[src/rtl/reg_file_sb_pkg.sv]
// Shared defaults and constants for the scoreboarded register file.
package reg_file_sb_pkg;

   localparam int unsigned XLEN_DEF         = 32;
   localparam int unsigned NUM_REGS_DEF     = 32;
   localparam int unsigned AW_DEF           = $clog2(NUM_REGS_DEF);
   localparam int unsigned NUM_RD_PORTS_DEF = 2;
   localparam int unsigned PC_INC_DEF       = 4;
   localparam int unsigned RESET_PC_DEF     = 0;
   localparam int unsigned X0_IDX           = 0;

endpackage

[src/rtl/reg_scoreboard.sv]
// Per-register busy bits for RAW stall detection, with per-read-port lookup.
// REGFILE_WR_BYPASS_EN: a same-cycle completing write clears the reported busy bit.
module reg_scoreboard
   import reg_file_sb_pkg::*;
#(
   parameter int unsigned NUM_REGS     = NUM_REGS_DEF,
   parameter int unsigned NUM_RD_PORTS = NUM_RD_PORTS_DEF,
   parameter int unsigned AW           = $clog2(NUM_REGS)
) (
   input  logic                       clk,
   input  logic                       rst,
   input  logic                       halt,
   input  logic                       issue_en,
   input  logic [AW-1:0]              issue_addr,
   input  logic                       wr_en,
   input  logic [AW-1:0]              wr_addr,
   input  logic [NUM_RD_PORTS*AW-1:0] rd_addr,
   output logic [NUM_RD_PORTS-1:0]    rd_busy
);

   logic [NUM_REGS-1:0] busy_q;
   logic [NUM_REGS-1:0] busy_d;

   // Issue is applied after the clear so a new producer supersedes a completing one.
   always_comb begin
      busy_d = busy_q;
      if (!halt) begin
         if (wr_en) busy_d[wr_addr] = 1'b0;
         if (issue_en) busy_d[issue_addr] = 1'b1;
      end
      busy_d[X0_IDX] = 1'b0;
   end

   always_ff @(posedge clk or posedge rst) begin
      if (rst) begin
         busy_q <= '0;
      end else begin
         busy_q <= busy_d;
      end
   end

   for (genvar p = 0; p < NUM_RD_PORTS; p++) begin : g_port
      logic [AW-1:0] ra;
      assign ra = rd_addr[p*AW +: AW];
`ifdef REGFILE_WR_BYPASS_EN
      logic fwd;
      assign fwd = !halt && wr_en && (wr_addr == ra) && (ra != '0)
                   && !(issue_en && (issue_addr == ra));
      assign rd_busy[p] = busy_q[ra] & ~fwd;
`else
      assign rd_busy[p] = busy_q[ra];
`endif
   end

endmodule

[src/rtl/reg_file_sb.sv]
// Parametrised register file with dedicated PC and RAW busy scoreboard.
// REGFILE_WR_BYPASS_EN: forward the writeback value to matching read ports same cycle.
module reg_file_sb
   import reg_file_sb_pkg::*;
#(
   parameter int unsigned XLEN         = XLEN_DEF,
   parameter int unsigned NUM_REGS     = NUM_REGS_DEF,
   parameter int unsigned NUM_RD_PORTS = NUM_RD_PORTS_DEF,
   parameter logic [XLEN-1:0] PC_INC   = XLEN'(PC_INC_DEF),
   parameter logic [XLEN-1:0] RESET_PC = XLEN'(RESET_PC_DEF),
   parameter int unsigned AW           = $clog2(NUM_REGS)
) (
   input  logic                         clk,
   input  logic                         rst,
   input  logic                         halt,
   input  logic [NUM_RD_PORTS*AW-1:0]   rd_addr,
   output logic [NUM_RD_PORTS*XLEN-1:0] rd_data,
   output logic [NUM_RD_PORTS-1:0]      rd_busy,
   input  logic                         wr_en,
   input  logic [AW-1:0]                wr_addr,
   input  logic [XLEN-1:0]              wr_data,
   input  logic                         issue_en,
   input  logic [AW-1:0]                issue_addr,
   input  logic                         pc_load,
   input  logic [XLEN-1:0]              pc_load_val,
   input  logic                         pc_freeze,
   output logic [XLEN-1:0]              pc_out
);

   localparam logic [AW-1:0] X0_ADDR = AW'(X0_IDX);

   logic [XLEN-1:0] regs_q [NUM_REGS];
   logic [XLEN-1:0] pc_q;
   logic [XLEN-1:0] pc_d;
   logic            wr_we;

   assign wr_we = !halt && wr_en && (wr_addr != X0_ADDR);

   always_ff @(posedge clk or posedge rst) begin
      if (rst) begin
         for (int r = 0; r < NUM_REGS; r++) regs_q[r] <= '0;
      end else if (wr_we) begin
         regs_q[wr_addr] <= wr_data;
      end
   end

   always_comb begin
      pc_d = pc_q;
      if (!halt) begin
         if (pc_load) pc_d = pc_load_val;
         else if (!pc_freeze) pc_d = pc_q + PC_INC;
      end
   end

   always_ff @(posedge clk or posedge rst) begin
      if (rst) begin
         pc_q <= RESET_PC;
      end else begin
         pc_q <= pc_d;
      end
   end

   assign pc_out = pc_q;

   for (genvar p = 0; p < NUM_RD_PORTS; p++) begin : g_rd
      logic [AW-1:0] ra;
      assign ra = rd_addr[p*AW +: AW];
`ifdef REGFILE_WR_BYPASS_EN
      assign rd_data[p*XLEN +: XLEN] = (wr_we && (wr_addr == ra)) ? wr_data : regs_q[ra];
`else
      assign rd_data[p*XLEN +: XLEN] = regs_q[ra];
`endif
   end

   reg_scoreboard #(
      .NUM_REGS     (NUM_REGS),
      .NUM_RD_PORTS (NUM_RD_PORTS),
      .AW           (AW)
   ) u_scoreboard (
      .clk        (clk),
      .rst        (rst),
      .halt       (halt),
      .issue_en   (issue_en),
      .issue_addr (issue_addr),
      .wr_en      (wr_en),
      .wr_addr    (wr_addr),
      .rd_addr    (rd_addr),
      .rd_busy    (rd_busy)
   );

endmodule

[config.mk]
export PLATFORM = sky130hd
export DESIGN_NAME = reg_file_sb
export DESIGN_NICKNAME = d
export VERILOG_FILES = /design/src/rtl/reg_file_sb_pkg.sv /design/src/rtl/reg_scoreboard.sv /design/src/rtl/reg_file_sb.sv
export SDC_FILE = /design/constraint.sdc
export NUM_CORES = 2
export LEC_CHECK = 0
export CAP_MARGIN = 10
export CELL_PAD_IN_SITES_DETAIL_PLACEMENT = 1
export CELL_PAD_IN_SITES_GLOBAL_PLACEMENT = 1
export CORE_MARGIN = 2
export CORE_UTILIZATION = 48
export DETAILED_ROUTE_END_ITERATION = 12
export PLACE_DENSITY = 0.79
export RECOVER_POWER = 25
export REMOVE_ABC_BUFFERS = 1
export SLEW_MARGIN = 20
export SYNTH_ARGS = -nofsm -noshare
export SYNTH_HDL_FRONTEND = slang
export SYNTH_SLANG_ARGS = --single-unit
[constraint.sdc]
create_clock -name clk -period 36.8 [get_ports clk]
set_input_delay 7.36 -clock clk [delete_from_list [all_inputs] [get_ports clk]]
set_output_delay 7.36 -clock clk [all_outputs]
set_load 0.01 [all_outputs]
==> impl_metrics.tcl <==
set metrics [dict create \
    detail_route.wl_per_cell_um 34.4 \
    switching_share_pct 26.8 \
    fillerInstances 10871 \
    path_class "primary input to primary output" \
    gr-usage-met3_pct 5.45 \
    critPathRequiredTime_ps 29440 \
    grt_usage_pct 30.2 \
    final_max_slew_viol_count 664 \
    synth_flop_cell "dfrtp_1" \
    fraction_of_layout_cells_with_a_size_suffix_above_1_pct 47.4 \
    endpoint_kind "primary output" \
    syn_area_sq_um 56900 \
    clock_tree.buffer_depth 3 \
    h-tree-depth 3 \
    worst_ir_drop_vdd_uv 37.6 \
    setup_clock_skew_after_layout_ps 14.5 \
    fraction_of_the_mapped_netlist_area_in_compound_gates_pct 4.23 \
    power_per_cell_area_nw_per_um2 51.1 \
    cts_buffers 115 \
    postSynth.asyncResetShare_pct 100 \
    power_frac_comb_pct 16.7 \
    route.vias.total 36677 \
    max_cap_viol_count 8 \
    post_cts_setup_inserts 0 \
    clkSlewWorstSetupHoldPaths_ps 60 \
    total_power_mw 3.21 \
    max_stage_delay_ps 860 \
    yosysWarnings 0 \
    setup_repair_after_global_routing_missed_its_margin "no" \
    fin_nets 3756 \
    global_route.overflow_total 0 \
    crit_path_frequent_cell "buf_4" \
    critical_path_buf_inv_count 5 \
    synthMuxAreaShare_pct 40.5 \
    drt-initial-drc-count 3132 \
    vias_per_cell 6.92 \
    number_of_global_route_vias_before_repair 40306 \
    cts_root_buf "clkbuf_16" \
    power.share.clock_pct 37.1 \
    gr-usage-met2_pct 50.6 \
    area_of_the_placeable_core_sq_um 118000 \
    drt.antenna.violating_nets 0 \
    layout_worst_path_cycle_share_pct 53.3 \
    flow.area_growth_from_synthesis_pct 10.4 \
    result_of_the_run "finished, violations left" \
    most_common_library_cell_in_the_layout_ignoring_fill_and_taps "dfrtp_1" \
    power_report.internal_total_mw 2.35 \
    timing.max_slew.rel_slack_pct -481 \
    r2r_start "pc_out[9]" \
    ioPinCount 189 \
    holdCritStartpoint "regs_q[993]" \
    synthDistinctLibCells 67 \
    setup_viol_count_final 0 \
    detailedPlacementHpwl_um 95900 \
    critical-path-slowest-cell "nor4_1" \
    crit_family "buffers and inverters" \
    tritoncts "built" \
    floorplan_die_area_sq_um 121000 \
    synthCells 3722 \
    power.static_leakage_nw 27.7 \
    cts_repair_resize_count 0 \
    dr.pass1.iters 5 \
    failed_checks "max-capacitance violations, max-slew violations" \
    floorplan.die.height_um 348 \
    clock.fmax_mhz 51.0 \
    timing.critical_path.fanout_max 70 \
    synth_top_family_by_area "multiplexers" \
    synth_sequential_area_ratio_pct 47.8 \
    tns_ps 0 \
    antenna_found_initial 10 \
    wire_length_of_the_first_global_routing_pass_um 271000 \
    avgSynthCellArea_sq_um 15.3 \
    start_point_of_the_critical_path "rd_addr[1]" \
    dpl_cell_area_sq_um 59100 \
    worst_slew_pin_slew_ps 8710 \
    placement.setup.worst_slack_ps 16950 \
    gr-max-usage-layer "met2" \
    yosys.area_share.adder_pct 0.0220 \
    numPortBuffers 188 \
    hold_viol_final 0 \
    grt_max_degree 195 \
    switchingPower_uw 861 \
    dieWidth_um 348 \
    clock_latency_ps 720 \
    final_cell_mix "dfrtp_1, mux2_2, mux4_2, o22ai_1, clkdlybuf4s50_1" \
    floorplan.initialDensity_pct 48.3 \
    drt_wl_total_um 182000 \
    cp_cell_sequence "buf_8 > buf_4 > buf_4 > buf_6 > mux4_2 > o22ai_1 > nor4_1 > clkdlybuf4s50_1" \
    count_of_standard_cell_rows 126 \
    cp-start-kind "primary input" \
    clock-sinks 1087 \
    finalWeightedCongestion 0.812 \
    number_of_enable_type_register_cells_in_the_synthesized_netlist 0 \
    timing.critical_path.arrival_ps 12260 \
    grt_util_met1_pct 37.4 \
    seq_power_share_pct 46.3 \
    stdcell_area_sq_um 62900 \
    post_cts_hold_buffer_count 0 \
    yosys.area_share.simple_pct 3.23 \
    synth.ff_latch_count 1087 \
    period_needed_ps 19620 \
    drcViolationCount 0 \
    post_synth_xor_area_fraction_pct 0 \
    hp-class "flop to flop" \
    worst_slack_ps 17180 \
]
## power groups by stage
stage | Sequential (mW) | Combinational, mW | Clock, mW
detailed placement | 1.49 | 0.531 | 0
finish | 1.49 | 0.536 | 1.19
floorplan | 1.46 | 0.361 | 0
CTS | 1.48 | 0.538 | 1.21
global placement | 1.48 | 0.511 | 0
global route | 1.50 | 0.570 | 1.25
## cell families after synthesis
kind of cell	after synthesis
multiplexers	1529
flip-flops	1087
buffers and inverters	442
AO/OA/AOI/OAI	375
AND/OR/NAND/NOR	288
adder cells (fa/ha/maj)	1
## sequential cells by signal, summed over array words and instances (netlist names)
name and cells:
pc_out 32, regs_q 1024, u_scoreboard.busy_q 31
## per-stage QoR
stage	std cells	hold WS, ps	util, %
2_1_floorplan	3303	365	-
3_3_place_gp	5082	377	50.1
3_5_place_dp	5082	383	50.1
4_1_cts	5288	396	53.3
5_1_grt	5295	406	53.3
6_report	5297	394	53.3
## cell type report
class	instances	area, sq um	area share (%)
flip-flops and latches	1087	27200	43.3
multi-input cells	2193	27500	43.7
well taps	1536	1920	3.06
repair buffers	244	2320	3.69
diodes	8	20.0	0.0318
clock buffers	160	3320	5.28
inverters	23	87.6	0.139
clock inverters	46	497	0.790
## path summary, 6_finish.rpt
path / depth (start not counted) / slack [ps] / end
worst max-delay path: 8 / 17180 / rd_data[14]
worst min-delay path: 0 / 390 / regs_q[993]
worst max register to register: 5 / 34620 / pc_out[24]
worst min register to register: 0 / 390 / regs_q[993]
max in group asynchronous: 3 / 18430 / regs_q[438]
min in group asynchronous: 2 / 8480 / regs_q[511]
## cells in the mapped netlist, types with 3 or more instances
cell	count	area (sq um)
nand3_1	31	155
nand3b_2	3	33.8
nand2_2	5	31.3
buf_4	76	571
nor3b_2	3	37.5
or3_1	6	37.5
nor2_4	4	45.0
nor3_1	17	85.1
buf_2	107	536
o211ai_1	3	22.5
nand2b_1	6	37.5
mux2_2	945	10600
mux2_1	49	552
and4_1	6	52.6
o22ai_1	279	1750
nand4_1	7	43.8
clkbuf_1	191	717
nand3b_1	7	52.6
buf_1	3	11.3
and3_1	10	62.6
a21oi_1	17	85.1
nor2_2	5	31.3
nor2_8	8	160
o22a_1	4	35.0
nor3b_1	3	22.5
nor2b_1	9	56.3
inv_1	23	86.3
mux4_2	522	11800
a22o_1	16	140
nor2_1	25	93.8
a31oi_1	5	31.3
dfrtp_1	1087	27200
o21ai_0	21	105
a211oi_1	4	30.0
mux2i_1	13	130
buf_6	42	473
nand2_1	44	165
nor4_1	71	444
a22oi_1	7	52.6
## per-layer routing
metal	up-vias	wire length, um
met5	-	25
met3	547	11400
li1	14493	-
met1	20025	68900
met2	1608	91100
met4	4	10800
(Power assumes the default switching activity.)
